==> src/rtl/debounce_pkg.sv <==
// -----------------------------------------------------------------------------
// debounce_pkg
//
// Purpose:
//   Shared definitions for the debounce blocks: the FSM state encoding used by
//   the time-shared debounce arbiter, and the default stability-counter sizing
//   (10 ms at 100 MHz) that all debounce blocks in this codebase agree on.
//
// Contents:
//   DEFAULT_CNT_WIDTH        default stability counter width
//   DEFAULT_DEBOUNCE_CYCLES  default number of stable cycles before commit
//   ST_*_ENC                 2-bit state encodings
//   state_t                  FSM state type built on those encodings
//   wrap_inc()               modulo-N increment used for round-robin pointers
// -----------------------------------------------------------------------------
package debounce_pkg;

  // 1_000_000 cycles = 10 ms at 100 MHz; needs 20 bits to count 0..999_999.
  localparam int DEFAULT_CNT_WIDTH       = 20;
  localparam int DEFAULT_DEBOUNCE_CYCLES = 1_000_000;

  // Fixed encodings so the state register is stable across tool versions and
  // can be read directly when probing the design on hardware.
  localparam logic [1:0] ST_IDLE_ENC   = 2'd0;
  localparam logic [1:0] ST_COUNT_ENC  = 2'd1;
  localparam logic [1:0] ST_COMMIT_ENC = 2'd2;

  typedef enum logic [1:0] {
    ST_IDLE   = ST_IDLE_ENC,
    ST_COUNT  = ST_COUNT_ENC,
    ST_COMMIT = ST_COMMIT_ENC
  } state_t;

  // Next index in a ring of n entries.
  function automatic int wrap_inc(input int idx, input int n);
    return (idx + 1 >= n) ? 0 : idx + 1;
  endfunction

endpackage

==> src/rtl/debounce_rr_picker.sv <==
// -----------------------------------------------------------------------------
// debounce_rr_picker
//
// Purpose:
//   Combinational round-robin picker. Returns the first set bit of `pending`
//   found by searching upward from `rr_ptr`, wrapping modulo N_CH.
//
// Ports:
//   pending      in   N_CH          per-channel pending flags
//   rr_ptr       in   clog2(N_CH)   channel with highest priority this cycle
//   grant_valid  out  1             at least one channel is pending
//   grant_idx    out  clog2(N_CH)   chosen channel (0 when nothing pending)
// -----------------------------------------------------------------------------
module debounce_rr_picker #(
  parameter int N_CH = 4
) (
  input  logic [N_CH-1:0]         pending,
  input  logic [$clog2(N_CH)-1:0] rr_ptr,
  output logic                    grant_valid,
  output logic [$clog2(N_CH)-1:0] grant_idx
);

  localparam int CH_W = $clog2(N_CH);

  // cand_idx[k] is the channel sitting k places above rr_ptr in the ring;
  // pend_rot[k] is that channel's pending flag. Rotating first turns the
  // round-robin search into a plain lowest-index priority search.
  logic [CH_W-1:0] cand_idx [N_CH];
  logic [N_CH-1:0] pend_rot;

  genvar gi;
  generate
    for (gi = 0; gi < N_CH; gi++) begin : g_rot
      // One extra bit so rr_ptr + gi cannot overflow before the wrap; both
      // terms are below N_CH so a single conditional subtract is enough.
      logic [CH_W:0] sum;
      assign sum = {1'b0, rr_ptr} + (CH_W+1)'(gi);
      assign cand_idx[gi] = (sum >= (CH_W+1)'(N_CH)) ?
                            CH_W'(sum - (CH_W+1)'(N_CH)) :
                            sum[CH_W-1:0];
      assign pend_rot[gi] = pending[cand_idx[gi]];
    end
  endgenerate

  // Walk from the farthest offset down so the nearest pending channel is the
  // last assignment and therefore wins.
  always_comb begin
    grant_valid = 1'b0;
    grant_idx   = '0;
    for (int k = N_CH - 1; k >= 0; k--) begin
      if (pend_rot[k]) begin
        grant_valid = 1'b1;
        grant_idx   = cand_idx[k];
      end
    end
  end

endmodule

==> src/rtl/debounce_arbiter.sv <==
// -----------------------------------------------------------------------------
// debounce_arbiter
//
// Purpose:
//   Debounces N_CH already-synchronized button inputs with one shared
//   stability counter. A channel whose input differs from its debounced level
//   is pending; a round-robin picker hands the counter to one pending channel
//   at a time. The debounced level flips only after the input has held its new
//   value for DEBOUNCE_CYCLES consecutive cycles; any bounce back aborts the
//   attempt and passes the counter on.
//
// Ports:
//   clk        in   1             system clock, rising edge
//   reset      in   1             synchronous, active-high reset
//   sync_in    in   N_CH          synchronized raw button levels
//   btn_out    out  N_CH          debounced levels
//   btn_pulse  out  N_CH          one-cycle pulse on a committed 0->1 change
//   busy       out  1             counter currently granted (FSM not idle)
//   active_ch  out  clog2(N_CH)   channel currently owning the counter
//
// Timing (IDLE sees channel i pending in cycle t):
//   COUNT in t+1 .. t+DEBOUNCE_CYCLES, COMMIT (btn_out/btn_pulse change) in
//   t+DEBOUNCE_CYCLES+1, IDLE again in t+DEBOUNCE_CYCLES+2.
// -----------------------------------------------------------------------------
module debounce_arbiter #(
  parameter int N_CH            = 4,
  parameter int CNT_WIDTH       = debounce_pkg::DEFAULT_CNT_WIDTH,
  parameter int DEBOUNCE_CYCLES = debounce_pkg::DEFAULT_DEBOUNCE_CYCLES
) (
  input  logic                    clk,
  input  logic                    reset,
  input  logic [N_CH-1:0]         sync_in,
  output logic [N_CH-1:0]         btn_out,
  output logic [N_CH-1:0]         btn_pulse,
  output logic                    busy,
  output logic [$clog2(N_CH)-1:0] active_ch
);

  import debounce_pkg::*;

  localparam int CH_W = $clog2(N_CH);

  // Terminal count: the counter starts at 0 on the first COUNT cycle, so the
  // DEBOUNCE_CYCLES-th stable cycle is the one that sees this value.
  localparam logic [CNT_WIDTH-1:0] CNT_LAST = CNT_WIDTH'(DEBOUNCE_CYCLES - 1);

  // ---------------------------------------------------------------------------
  // State
  // ---------------------------------------------------------------------------
  state_t               state_reg;
  logic [CNT_WIDTH-1:0] cnt_reg;
  logic [N_CH-1:0]      btn_out_reg;
  logic [N_CH-1:0]      btn_pulse_reg;
  logic [CH_W-1:0]      active_ch_reg;
  logic [CH_W-1:0]      rr_ptr_reg;

  // ---------------------------------------------------------------------------
  // Combinational helpers
  // ---------------------------------------------------------------------------
  logic [N_CH-1:0] pending;
  logic            grant_valid;
  logic [CH_W-1:0] grant_idx;
  logic [CH_W-1:0] rr_ptr_next;
  logic            active_settled;

  // Pending is recomputed every cycle from the live inputs; nothing is
  // latched, so a channel that bounces back while waiting simply drops out.
  genvar gi;
  generate
    for (gi = 0; gi < N_CH; gi++) begin : g_pending
      assign pending[gi] = sync_in[gi] ^ btn_out_reg[gi];
    end
  endgenerate

  // The owning channel has returned to its debounced level: a bounce.
  assign active_settled = (sync_in[active_ch_reg] == btn_out_reg[active_ch_reg]);

  // After an owner finishes (commit or abort) priority moves to the channel
  // just above it, which bounds the wait of any persistently pending channel
  // to N_CH-1 other grants.
  assign rr_ptr_next = CH_W'(wrap_inc(int'(active_ch_reg), N_CH));

  debounce_rr_picker #(
    .N_CH (N_CH)
  ) u_picker (
    .pending     (pending),
    .rr_ptr      (rr_ptr_reg),
    .grant_valid (grant_valid),
    .grant_idx   (grant_idx)
  );

  // ---------------------------------------------------------------------------
  // FSM, shared counter, debounced outputs and round-robin pointer
  // ---------------------------------------------------------------------------
  always_ff @(posedge clk) begin
    if (reset) begin
      state_reg     <= ST_IDLE;
      cnt_reg       <= '0;
      btn_out_reg   <= '0;
      btn_pulse_reg <= '0;
      active_ch_reg <= '0;
      rr_ptr_reg    <= '0;
    end else begin
      // The pulse is only ever set on the COUNT->COMMIT edge below, so
      // clearing it by default confines it to the single COMMIT cycle.
      btn_pulse_reg <= '0;

      case (state_reg)
        ST_IDLE: begin
          if (grant_valid) begin
            active_ch_reg <= grant_idx;
            cnt_reg       <= '0;
            state_reg     <= ST_COUNT;
          end
        end

        ST_COUNT: begin
          if (active_settled) begin
            // Bounce: give up this attempt and let the next channel in.
            cnt_reg    <= '0;
            rr_ptr_reg <= rr_ptr_next;
            state_reg  <= ST_IDLE;
          end else if (cnt_reg == CNT_LAST) begin
            // Held long enough. The new level is the inverse of the old one,
            // so the pulse bit is set exactly when the level rises.
            btn_out_reg[active_ch_reg]   <= ~btn_out_reg[active_ch_reg];
            btn_pulse_reg[active_ch_reg] <= ~btn_out_reg[active_ch_reg];
            state_reg                    <= ST_COMMIT;
          end else begin
            cnt_reg <= cnt_reg + CNT_WIDTH'(1);
          end
        end

        ST_COMMIT: begin
          rr_ptr_reg <= rr_ptr_next;
          cnt_reg    <= '0;
          state_reg  <= ST_IDLE;
        end

        default: begin
          cnt_reg   <= '0;
          state_reg <= ST_IDLE;
        end
      endcase
    end
  end

  // ---------------------------------------------------------------------------
  // Outputs
  // ---------------------------------------------------------------------------
  assign btn_out   = btn_out_reg;
  assign btn_pulse = btn_pulse_reg;
  assign busy      = (state_reg != ST_IDLE);
  assign active_ch = active_ch_reg;

endmodule

==> config.mk <==
export PLATFORM = sky130hd
export DESIGN_NAME = debounce_arbiter
export DESIGN_NICKNAME = d
export VERILOG_FILES = /design/src/rtl/debounce_pkg.sv /design/src/rtl/debounce_rr_picker.sv /design/src/rtl/debounce_arbiter.sv
export SDC_FILE = /design/constraint.sdc
export NUM_CORES = 1
export LEC_CHECK = 0
export CAP_MARGIN = 20
export CORE_MARGIN = 4
export CORE_UTILIZATION = 57
export DETAILED_ROUTE_END_ITERATION = 10
export PLACE_DENSITY = 0.86
export SLEW_MARGIN = 20
export SYNTH_ARGS = -nofsm -noshare
export SYNTH_HDL_FRONTEND = slang
export SYNTH_HIERARCHICAL = 1
export SYNTH_SLANG_ARGS = --single-unit
==> constraint.sdc <==
create_clock -name clk -period 2.63 [get_ports clk]
set_input_delay 0.263 -clock clk [delete_from_list [all_inputs] [get_ports clk]]
set_output_delay 0.263 -clock clk [all_outputs]
set_load 0.02 [all_outputs]
==> reports/results.md, run 1 <==
| Step | Result | Value |
|---|---|---|
| synth | Syn_nets | 247 |
| synth | Post-synthesis cell type count | 44 |
| worst setup path | Depth of the worst register-to-register path | 5 |
| place | Count of input and output buffers | 16 |
| drt | DRT iter0 DRCs | 205 |
| floorplan | Die X | 66.3 um |
| status | Outcome | finished clean |
| synth | Proportion of netlist area held by the largest area contributor | 0.352 |
| cells and area | Finished Cell Area | 0.00222 mm^2 |
| worst setup path | Crit Path Max Fanout | 14 |
| worst setup path | CP delay by family, top | simple AND/OR/NAND/NOR gates |
| timing | Relative max-transition margin | 0.454 |
| clock network | Later-pin clock latency in the skew report | 0.35 ns |
| timing | Number of hold violations in the final report | 0 |
| power | Switching power total | 0.280 mW |
| hold path | Worst Hold Depth | 1 |
| timing | Clock period minus worst slack | 2.19 ns |
| synth | Most used DFF post-synth | sky130_fd_sc_hd__dfxtp_1 |
| drt | Pre-antenna DRT Iters | 5 |
| floorplan | Starting density of the core | 0.614 |
| worst setup path | Data arrival, critical path | 2.42 ns |
| clock network | Post-CTS Hold Buffers | 0 |
| power | Leakage power | 0.751 nW |
| cells and area | Fraction of final layout cells with drive strength greater than 1 | 0.102 |
| floorplan | I/O pins | 17 |
| worst setup path | Number of buffers and inverters on the critical path | 0 |
| drt | Remaining antenna violation count | 0 |
| synth | Mean instance size in the synthesized netlist | 8.24 um^2 |
| drt | Number of remaining DRC errors | 0 |
| timing | Setup Total Neg Slack | 0 ns |
| synth | Area contributors post-synth | sky130_fd_sc_hd__dfxtp_1 35%, sky130_fd_sc_hd__a31oi_1 5.8%, sky130_fd_sc_hd__nand3_1 5.4% |
| cells and area | Ant diodes | 0 |
| timing | Period utilization | 0.834 |
| worst setup path | Class of the most critical setup path | flop to flop |
| synth | Fraction of registers with async set/reset | 0 |
| clock network | Post-CTS setup buffers | 0 |
| worst setup path | FF-to-FF setup slack | 0.44 ns |
| power | Internal power consumption | 0.710 mW |
| worst setup path | Reg-to-reg critical path startpoint | cnt_reg[17] |
| floorplan | Full die area | 0.00439 mm^2 |
| timing | Setup repair after global routing missed its margin | no |
| worst setup path | Critical path startpoint category | flop |
| power | Switching fraction of total power | 0.283 |
| synth | Seq cells post-synth | 34 |
| power | Clk pwr share | 0.317 |
| power | Areal power density over the cells | 445 mW/mm^2 |
| timing | Final count of negative-setup-slack endpoints | 0 |
| clock network | Clock root buffer master | sky130_fd_sc_hd__clkbuf_4 |
| cells and area | Total Nets Final | 266 |
| worst setup path | Crit path capture type | flop |
| synth | Leading area contributor after synthesis | sky130_fd_sc_hd__dfxtp_1 |
| global routing | Via count of the first global-routing pass | 1,782 |
| clock network | Clock edge transition at the registers on the reported setup and hold paths | 0.11 ns |
| worst setup path | Highest-delay cell along the critical path | sky130_fd_sc_hd__or3_1 |
| drt | Via count | 1,910 |
| power | Portion of total power attributed to combinational logic | 0.143 |
| place | Placed cell areas | 0.00216 mm^2 |
| hold path | End of the worst hold path | cnt_reg[19] |
| synth | Synth Area in Compound Gates | 0.220 |
| place | HPWL after detailed placement | 3500 um |
| floorplan | Cell row count | 20 |
| drt | Routed wirelength normalized by instance count | 16.2 um |
| synth | Fraction of synthesized cell area in xor and xnor cells | 0.0271 |
| power | Sequential Power Share | 0.539 |
| synth | Portion of the post-synthesis area used by sequential elements | 0.352 |
| timing | Final Max Tran Viols | 0 |
| synth | Adder and majority gate portion of the synthesized area | 0.0388 |
| cells and area | Flip-flop count of the largest register after layout | 20 |
| global routing | Pin count of the biggest net entering global routing | 24 |
| job | Maxcap violations | 0 |
| synth | Most used standard cell by instance count after synthesis | sky130_fd_sc_hd__dfxtp_1 |
| timing | Transition time at the pin with the least slew margin | 0.811 ns |
| synth | Leading cell types by count after synthesis | 34 x sky130_fd_sc_hd__dfxtp_1, 21 x sky130_fd_sc_hd__nand3_1, 19 x sky130_fd_sc_hd__nand2_1 |
| worst setup path | Required time of the critical path | 2.85 ns |
| clock network | CTS tree | built |
| synth | Share of synthesized area spent on multiplexers | 0.0239 |
| clock network | Num CTS Buffers | 5 |
| drt | Aggregate routed wire length | 4830 um |
| global routing | Antenna violations before repair | 0 |
| drt | Per-cell via count in the routed design | 6.39 |
| timing | Max Clk Rate | 456 MHz |
| clock network | Resized cells post-CTS | 0 |
| floorplan | Die Span Y | 66.3 um |
| global routing | Total congestion overflow after global routing | 0 |
| cells and area | Signed area change from the synthesized netlist to the final layout | 14.9% |
| synth | Post-synth design cell area | 0.00194 mm^2 |
| clock network | Maximum buffer depth of the clock tree | 2 |
| worst setup path | Sequence of cells on the critical path | nor4bb_1, nand3_1, or3_1, o21ai_0, a211oi_1 |
| hold path | Path category of the worst min-delay check | flop to flop |
| worst setup path | Critical path's largest stage delay | 0.64 ns |
| clock network | H-tree levels | 2 |
| synth | Count of flip-flops with a built-in enable after synthesis | 0 |
| synth | Mapped Cells | 235 |
| worst setup path | FF-to-FF End | cnt_reg[13] |
| synth | Post-Synth Simple-Gate Area | 0.282 |
| synth | Largest family of logic cells by synthesized area | simple AND/OR/NAND/NOR gates |
| synth | YS warnings | 6 |
| hold path | Hold_sp | cnt_reg[19] |
| place | Placer congestion estimate | 0.914 |
| power | Peak supply drop | 0.000385 V |
| global routing | Gr usage total | 0.245 |
| clock network | Clk sink count | 34 |
| global routing | Wire length of the first global-routing pass | 8260 um |
| timing | Layout Skew | 0.00907 ns |
| floorplan | Floorplan core area | 0.00315 mm^2 |
-- power groups by stage --
stage,Clock (mW),Combinational (mW),Sequential (mW)
after floorplan,0,0.0910,0.547
after global placement,0,0.133,0.545
after detailed placement,0,0.138,0.546
after CTS,0.317,0.139,0.534
after global routing,0.345,0.154,0.536
final,0.314,0.142,0.534
-- area by class of cell --
type / instances / area [um^2]
well taps: 44 / 55.1
clock buffers: 7 / 55.1
multi-input cells: 175 / 1150
clock inverters: 1 / 5.00
fillers: 263 / 930
inverters: 13 / 48.8
repair buffers: 25 / 228
flip-flops and latches: 34 / 681
-- per-stage QoR --
stage	hold WS (ns)	utilization	total power [mW]	worst slack, ns	cells
2_1_floorplan	0.431	-	0.638	0.528	235
3_3_place_gp	0.453	0.686	0.678	0.276	291
3_5_place_dp	0.467	0.686	0.684	0.233	291
4_1_cts	0.485	0.705	0.990	0.488	299
5_1_grt	0.523	0.705	1.04	0.275	299
6_report	0.489	0.705	0.990	0.437	299
-- placed cells by master (no fill, tap or decap), types with 7 or more instances in the layout --
master	n
sky130_fd_sc_hd__a21oi_1	12
sky130_fd_sc_hd__a31oi_1	18
sky130_fd_sc_hd__and3_1	9
sky130_fd_sc_hd__buf_4	9
sky130_fd_sc_hd__clkdlybuf4s50_1	16
sky130_fd_sc_hd__dfxtp_1	34
sky130_fd_sc_hd__inv_1	13
sky130_fd_sc_hd__nand2_1	19
sky130_fd_sc_hd__nand3_1	21
sky130_fd_sc_hd__nor2_1	16
sky130_fd_sc_hd__o21ai_0	7
-- per-layer routing --
layer  wire length (um)  GRT usage  vias to the layer above  part of all wire
met4                127      0.104                        0             0.026
met2               2200      0.379                       77              0.46
met1               2170      0.318                      897              0.45
met3                327     0.0646                       17             0.068
met5                  0          0                        -                 0
li1                   -          -                      919                 -
-- worst reg2reg max path, stage by stage (launching register included) --
cell                       delay, ns
sky130_fd_sc_hd__dfxtp_1        0.44
sky130_fd_sc_hd__nor4bb_1       0.43
sky130_fd_sc_hd__nand3_1        0.17
sky130_fd_sc_hd__or3_1          0.64
sky130_fd_sc_hd__o21ai_0        0.28
sky130_fd_sc_hd__a211oi_1       0.10
-- cells by family after synthesis --
kind of cell,count (synthesis)
compound gates,60
xor+xnor,6
fa+ha+maj,6
buf+inv,26
flops,34
mux,3
simple gates,100
-- worst max-delay path by stage --
stage	startpoint	end	slack (ns)	depth (start not counted)
3_3_place_gp	sync_in[3]	cnt_reg[5]	0.28	6
5_1_grt	cnt_reg[17]	cnt_reg[13]	0.27	5
4_1_cts	cnt_reg[17]	cnt_reg[13]	0.49	5
6_report	cnt_reg[17]	cnt_reg[13]	0.44	5
2_1_floorplan	btn_out[3]	cnt_reg[11]	0.53	9
3_5_place_dp	sync_in[3]	cnt_reg[5]	0.23	6
No activity file was read; power rests on OpenSTA's default activity.
==> inputs of run 2 (changes only) <==
- clock period: 2.63 -> 2.23 ns (I/O delays scaled with it)
==> run 2 against run 1 <==
  * Fmax increased by 2.5%
  * Flip-flop and latch count stayed put
  * Via count up 2.0%
  * Worst setup slack lost 0.35 ns
  * Critical endpoint is now cnt_reg[5]
==> reports/results.md, run 2 (synthesis gave the netlist of run 1 again) <==
| Step | Result | Value | vs previous |
|---|---|---|---|
| power | Switching fraction of total power | 0.277 | was 0.283 |
| timing | Number of hold violations in the final report | 0 | unchanged |
| job | Maxcap violations | 0 | unchanged |
| clock network | Later-pin clock latency in the skew report | 0.34 ns | was 0.35 ns |
| global routing | Gr usage total | 0.243 | was 0.245 |
| clock network | Num CTS Buffers | 5 | unchanged |
| place | Worst slack after detailed placement | -0.324 ns | was 0.233 ns |
| clock network | Post-CTS Hold Buffers | 0 | unchanged |
| clock network | Maximum buffer depth of the clock tree | 2 | unchanged |
| cells and area | Most frequent cells in the layout | 34 x sky130_fd_sc_hd__dfxtp_1, 25 x sky130_fd_sc_hd__buf_4, 21 x sky130_fd_sc_hd__nand3_1 | was 34 x sky130_fd_sc_hd__dfxtp_1, 21 x sky130_fd_sc_hd__nand3_1, 19 x sky130_fd_sc_hd__nand2_1 |
| worst setup path | Highest-delay cell along the critical path | sky130_fd_sc_hd__or4_1 | was sky130_fd_sc_hd__or3_1 |
| clock network | H-tree levels | 2 | unchanged |
| drt | Pre-antenna DRT Iters | 4 | was 5 |
| cells and area | Total Nets Final | 283 | was 266 |
| power | Leakage power | 0.838 nW | was 0.751 nW |
| power | Peak supply drop | 0.000428 V | was 0.000385 V |
| clock network | Clk sink count | 34 | unchanged |
| floorplan | Die Span Y | 66.3 um | unchanged |
| place | Count of input and output buffers | 16 | unchanged |
| drt | Routed wirelength normalized by instance count | 15.0 um | was 16.2 um |
| timing | Setup repair after global routing missed its margin | no | unchanged |
| global routing | Via count of the first global-routing pass | 1,820 | was 1,782 |
| drt | DRT iter0 DRCs | 188 | was 205 |
| floorplan | Floorplan core area | 0.00315 mm^2 | unchanged |
| clock network | CTS tree | built | unchanged |
| floorplan | Full die area | 0.00439 mm^2 | unchanged |
| timing | Final Max Tran Viols | 0 | unchanged |
| worst setup path | FF-to-FF End | cnt_reg[5] | was cnt_reg[13] |
| place | HPWL after detailed placement | 3540 um | was 3500 um |
| clock network | Resized cells post-CTS | 1 | was 0 |
| worst setup path | Data arrival, critical path | 2.42 ns | about the same |
| clock network | Clock root buffer master | sky130_fd_sc_hd__clkbuf_4 | unchanged |
| worst setup path | Depth of the worst register-to-register path | 6 | was 5 |
| timing | Relative max-transition margin | 0.565 | was 0.454 |
| timing | Period utilization | 0.959 | was 0.834 |
| hold path | Hold_sp | cnt_reg[19] | unchanged |
| worst setup path | Required time of the critical path | 2.51 ns | was 2.85 ns |
| drt | Number of remaining DRC errors | 0 | unchanged |
| global routing | GR met2 Demand/Resource | 0.357 | was 0.379 |
| worst setup path | Critical path's largest stage delay | 0.51 ns | was 0.64 ns |
| timing | Layout Skew | 0.0103 ns | was 0.00907 ns |
| worst setup path | CP delay by family, top | compound AO/OA/AOI/OAI gates | was simple AND/OR/NAND/NOR gates |
| power | Sequential Power Share | 0.533 | was 0.539 |
| clock network | Clock edge transition at the registers on the reported setup and hold paths | 0.11 ns | about the same |
| cells and area | Most common cell after layout, fill and taps aside | sky130_fd_sc_hd__dfxtp_1 | unchanged |
| clock network | Post-CTS setup buffers | 0 | unchanged |
| power | Switching power total | 0.326 mW | was 0.280 mW |
| hold path | Path category of the worst min-delay check | flop to flop | unchanged |
| worst setup path | Reg-to-reg critical path startpoint | btn_out[1] | was cnt_reg[17] |
| power | Clk pwr share | 0.309 | was 0.317 |
| floorplan | Cell row count | 20 | unchanged |
| worst setup path | Crit path capture type | flop | unchanged |
| global routing | Pin count of the biggest net entering global routing | 24 | unchanged |
| worst setup path | Class of the most critical setup path | flop to flop | unchanged |
| cells and area | Final standard cell utilization of the core | 0.753 | was 0.705 |
| worst setup path | FF-to-FF setup slack | 0.09 ns | was 0.44 ns |
| timing | Clock period minus worst slack | 2.14 ns | was 2.19 ns |
| cells and area | Flip-flop count of the largest register after layout | 20 | unchanged |
| drt | Per-cell via count in the routed design | 6.16 | was 6.39 |
| global routing | Fraction of met3 tracks used by global routing | 0.0612 | was 0.0646 |
| status | Outcome | finished clean | unchanged |
| global routing | Global Route met1 Usage | 0.343 | was 0.318 |
| cells and area | Signed area change from the synthesized netlist to the final layout | 22.6% | was 14.9% |
| hold path | Worst Hold Depth | 1 | unchanged |
| place | Placer congestion estimate | 0.913 | was 0.914 |
| global routing | Global-route layer with the greatest usage | met2 | unchanged |
| drt | Via count | 1,948 | was 1,910 |
| drt | Aggregate routed wire length | 4730 um | was 4830 um |
| worst setup path | Crit Path Max Fanout | 4 | was 14 |
| drt | Remaining antenna violation count | 0 | unchanged |
| hold path | End of the worst hold path | cnt_reg[19] | unchanged |
| global routing | Antenna violations before repair | 0 | unchanged |
| timing | Minimum setup slack in the final design | 0.0905 ns | was 0.437 ns |
| floorplan | I/O pins | 17 | unchanged |
| worst setup path | Critical path startpoint category | flop | unchanged |
| global routing | Total congestion overflow after global routing | 0 | unchanged |
| power | Total power | 1.18 mW | was 0.990 mW |
| power | Areal power density over the cells | 496 mW/mm^2 | was 445 mW/mm^2 |
| cells and area | Fraction of final layout cells with drive strength greater than 1 | 0.165 | was 0.102 |
| floorplan | Die X | 66.3 um | unchanged |
| floorplan | Starting density of the core | 0.614 | unchanged |
| worst setup path | Sequence of cells on the critical path | xor2_1, mux2i_2, buf_4, a211o_1, or4_1, o22ai_1 | was nor4bb_1, nand3_1, or3_1, o21ai_0, a211oi_1 |
| power | Portion of total power attributed to combinational logic | 0.158 | was 0.143 |
| global routing | Wire length of the first global-routing pass | 8400 um | was 8260 um |
| power | Internal power consumption | 0.852 mW | was 0.710 mW |
| timing | Transition time at the pin with the least slew margin | 0.651 ns | was 0.811 ns |
| timing | Max Clk Rate | 467 MHz | was 456 MHz |
| worst setup path | Number of buffers and inverters on the critical path | 1 | was 0 |
| cells and area | Ant diodes | 0 | unchanged |
| timing | Final count of negative-setup-slack endpoints | 0 | unchanged |
-- run 2: changes by cell type in the layout (fill, tap and decap cells not counted), sizes merged --
| cell | before | now |
|---|---|---|
| buf | 9 | 26 |
| clkbuf | 7 | 6 |
| clkinvlp | 0 | 1 |
-- run 2: metal layers --
layer  vias to the layer above  share of wire
li1                        957              -
met1                       902           0.46
met2                        78           0.45
met3                        11          0.080
met4                         0          0.015
met5                         -              0
-- run 2: worst max path at each step --
stage	startpoint	to	cells past startpoint
3_5_place_dp	sync_in[1]	cnt_reg[11]	8
6_report	btn_out[1]	cnt_reg[5]	6
3_3_place_gp	sync_in[1]	cnt_reg[17]	8
2_1_floorplan	btn_out[3]	cnt_reg[11]	9
5_1_grt	btn_out[1]	btn_out[0]	6
4_1_cts	btn_out[1]	cnt_reg[5]	6
-- run 2: final cells by class --
type	instances	area, um^2
Inverter	13	48.8
Multi-Input combinational cell	175	1160
Fill cell	247	779
Timing Repair Buffer	42	368
Clock inverter	2	12.5
Clock buffer	6	51.3
Sequential cell	34	681
Tap cell	44	55.1
-- run 2: worst reg2reg max path, stage by stage, from the launching register on --
cell and delay, ns:
sky130_fd_sc_hd__dfxtp_1 0.43, sky130_fd_sc_hd__xor2_1 0.32, sky130_fd_sc_hd__mux2i_2 0.15, sky130_fd_sc_hd__buf_4 0.17
sky130_fd_sc_hd__a211o_1 0.35, sky130_fd_sc_hd__or4_1 0.51, sky130_fd_sc_hd__o22ai_1 0.16
-- run 2: power by group through the flow --
stage | clock network, mW | logic (mW) | registers [mW]
final | 0.363 | 0.186 | 0.628
after global routing | 0.395 | 0.205 | 0.630
after CTS | 0.372 | 0.186 | 0.628
after detailed placement | 0 | 0.185 | 0.642
after global placement | 0 | 0.180 | 0.641
after floorplan | 0 | 0.107 | 0.645
-- run 2: through the flow --
step | hold WS (ns) | TNS (ns) | area (um^2) | instances
2_1_floorplan | 0.431 | 0 | 1940 | 235
3_3_place_gp | 0.450 | -3.65 | 2300 | 308
3_5_place_dp | 0.461 | -4.81 | 2300 | 308
4_1_cts | 0.480 | 0 | 2370 | 316
5_1_grt | 0.506 | 0 | 2370 | 316
6_report | 0.482 | 0 | 2370 | 316
==> inputs of run 3 (changes only) <==
- ABC_CLOCK_PERIOD_IN_PS: not set -> 2230
- CORE_UTILIZATION: 57 -> 59
- CTS_BUF_LIST: not set -> sky130_fd_sc_hd__clkbuf_2 sky130_fd_sc_hd__clkbuf_4 sky130_fd_sc_hd__clkbuf_8
- GPL_ROUTABILITY_DRIVEN: not set -> 0
- PLACE_DENSITY: 0.86 -> 0.88
==> run 3 against run 2 <==
  * Worst hold slack better by 0.021 ns
  * Cell count is 0.32% lower
  * Flip-flop and latch count did not move
  * Critical path type unchanged
  * Final area is 0.63% higher
==> reports/results.md, run 3 (synthesis gave the netlist of run 1 again) <==
| Step | Result | Value | vs previous |
|---|---|---|---|
| cells and area | Total Nets Final | 282 | was 283 |
| clock network | Post-CTS Hold Buffers | 0 | unchanged |
| clock network | Clock edge transition at the registers on the reported setup and hold paths | 0.12 ns | was 0.11 ns |
| floorplan | I/O pins | 17 | unchanged |
| clock network | Maximum buffer depth of the clock tree | 2 | unchanged |
| timing | Final Max Tran Viols | 0 | unchanged |
| job | Maxcap violations | 0 | unchanged |
| power | Leakage power | 0.834 nW | was 0.838 nW |
| clock network | Resized cells post-CTS | 1 | unchanged |
| place | Worst slack after detailed placement | -0.332 ns | was -0.324 ns |
| timing | Transition time at the pin with the least slew margin | 0.663 ns | was 0.651 ns |
| drt | Remaining antenna violation count | 0 | unchanged |
| timing | Clock period minus worst slack | 2.21 ns | was 2.14 ns |
| place | Count of input and output buffers | 16 | unchanged |
| cells and area | Fraction of final layout cells with drive strength greater than 1 | 0.173 | was 0.165 |
| timing | Worst hold slack | 0.504 ns | was 0.482 ns |
| timing | Minimum setup slack in the final design | 0.0220 ns | was 0.0905 ns |
| place | HPWL after detailed placement | 3540 um | about the same |
| worst setup path | Data arrival, critical path | 2.47 ns | was 2.42 ns |
| worst setup path | Critical path startpoint category | flop | unchanged |
| worst setup path | CP delay by family, top | compound AO/OA/AOI/OAI gates | unchanged |
| clock network | CTS tree | built | unchanged |
| worst setup path | Class of the most critical setup path | flop to flop | unchanged |
| drt | DRT iter0 DRCs | 237 | was 188 |
| cells and area | Most common cell after layout, fill and taps aside | sky130_fd_sc_hd__dfxtp_1 | unchanged |
| clock network | Later-pin clock latency in the skew report | 0.34 ns | about the same |
| drt | Number of remaining DRC errors | 0 | unchanged |
| drt | Via count | 1,978 | was 1,948 |
| drt | Per-cell via count in the routed design | 6.28 | was 6.16 |
| worst setup path | Crit Path Max Fanout | 5 | was 4 |
| cells and area | Ant diodes | 0 | unchanged |
| worst setup path | Crit path capture type | flop | unchanged |
| worst setup path | Number of buffers and inverters on the critical path | 1 | unchanged |
| power | Total power | 1.19 mW | was 1.18 mW |
| global routing | Antenna violations before repair | 0 | unchanged |
| global routing | Wire length of the first global-routing pass | 8330 um | was 8400 um |
| cells and area | Non-filler instance count after layout | 315 | was 316 |
| cells and area | Most frequent cells in the layout | 34 x sky130_fd_sc_hd__dfxtp_1, 24 x sky130_fd_sc_hd__buf_4, 21 x sky130_fd_sc_hd__nand3_1 | was 34 x sky130_fd_sc_hd__dfxtp_1, 25 x sky130_fd_sc_hd__buf_4, 21 x sky130_fd_sc_hd__nand3_1 |
| floorplan | Die X | 65.3 um | was 66.3 um |
| clock network | Clock root buffer master | sky130_fd_sc_hd__clkbuf_4 | unchanged |
| timing | Number of hold violations in the final report | 0 | unchanged |
| global routing | Via count of the first global-routing pass | 1,824 | was 1,820 |
| power | Peak supply drop | 0.000452 V | was 0.000428 V |
| timing | Max Clk Rate | 453 MHz | was 467 MHz |
| cells and area | Signed area change from the synthesized netlist to the final layout | 23.4% | was 22.6% |
| worst setup path | Critical path's largest stage delay | 0.54 ns | was 0.51 ns |
| place | Placed insts | 307 | was 308 |
| floorplan | Full die area | 0.00426 mm^2 | was 0.00439 mm^2 |
| worst setup path | Highest-delay cell along the critical path | sky130_fd_sc_hd__or4_1 | unchanged |
| floorplan | Starting density of the core | 0.624 | was 0.614 |
| clock network | Clk sink count | 34 | unchanged |
| timing | Period utilization | 0.990 | was 0.959 |
| worst setup path | Sequence of cells on the critical path | xor2_1, o311ai_2, buf_4, a211o_1, or4_1, o22ai_1 | was xor2_1, mux2i_2, buf_4, a211o_1, or4_1, o22ai_1 |
| global routing | Total congestion overflow after global routing | 0 | unchanged |
| global routing | Pin count of the biggest net entering global routing | 24 | unchanged |
| power | Areal power density over the cells | 498 mW/mm^2 | was 496 mW/mm^2 |
| clock network | Num CTS Buffers | 5 | unchanged |
| clock network | H-tree levels | 2 | unchanged |
| timing | Setup Total Neg Slack | 0 ns | unchanged |
| floorplan | Cell row count | 20 | unchanged |
| clock network | Post-CTS setup buffers | 0 | unchanged |
| hold path | Path category of the worst min-delay check | flop to flop | unchanged |
| timing | Final count of negative-setup-slack endpoints | 0 | unchanged |
| floorplan | Die Span Y | 65.3 um | was 66.3 um |
| global routing | Gr usage total | 0.247 | was 0.243 |
| status | Outcome | finished clean | unchanged |
| drt | Pre-antenna DRT Iters | 6 | was 4 |
| drt | Routed wirelength normalized by instance count | 15.5 um | was 15.0 um |
| cells and area | Flip-flop count of the largest register after layout | 20 | unchanged |
| timing | Layout Skew | 0.0117 ns | was 0.0103 ns |
| worst setup path | Required time of the critical path | 2.49 ns | was 2.51 ns |
| floorplan | Floorplan core area | 0.00310 mm^2 | was 0.00315 mm^2 |
| drt | Aggregate routed wire length | 4900 um | was 4730 um |
| timing | Relative max-transition margin | 0.556 | was 0.565 |
## run 3: changes by cell type in the layout (fill, tap and decap cells not counted), sizes merged
cell / change
buf: -1
## run 3: metal layers
layer  track usage  routed length [um]  vias up
met2         0.383                2230       95
li1              -                   -      949
met4        0.0803                  75        0
met1         0.345                2190      921
met5             0                   0        -
met3        0.0444                 408       13
## run 3: cell type report
| class | count | area (um^2) |
|---|---|---|
| sequential | 34 | 681 |
| fill | 239 | 714 |
| timing repair buffer | 41 | 360 |
| multi-input combinational | 175 | 1180 |
| clock inverter | 2 | 12.5 |
| tap | 44 | 55.1 |
| inverter | 13 | 48.8 |
| clock buffer | 6 | 51.3 |
## run 3: metrics by stage
stage | utilization | cell area, um^2
5_1_grt | 0.770 | 2390
3_3_place_gp | 0.740 | 2300
2_1_floorplan | - | 1940
6_report | 0.770 | 2390
3_5_place_dp | 0.740 | 2300
4_1_cts | 0.763 | 2370
## run 3: worst register-to-register path, stage by stage (launching register included)
cell and delay (ns):
sky130_fd_sc_hd__dfxtp_1 0.40, sky130_fd_sc_hd__xor2_1 0.34, sky130_fd_sc_hd__o311ai_2 0.15, sky130_fd_sc_hd__buf_4 0.17
sky130_fd_sc_hd__a211o_1 0.36, sky130_fd_sc_hd__or4_1 0.54, sky130_fd_sc_hd__o22ai_1 0.17
## run 3: final timing paths
check / start / endpoint / slack, ns / cells past startpoint
max: btn_out[0] / cnt_reg[5] / 0.02 / 6
min: cnt_reg[19] / cnt_reg[19] / 0.50 / 1
max reg2reg: btn_out[0] / cnt_reg[5] / 0.02 / 6
min reg2reg: cnt_reg[19] / cnt_reg[19] / 0.50 / 1
## run 3: power breakdown
part	total [mW]	leakage (nW)	switching, mW	internal (mW)
Sequential	0.627	0.275	0.0106	0.617
Clock	0.374	0.0343	0.223	0.152
Combinational	0.189	0.525	0.106	0.0833
Total	1.19	0.834	0.339	0.852
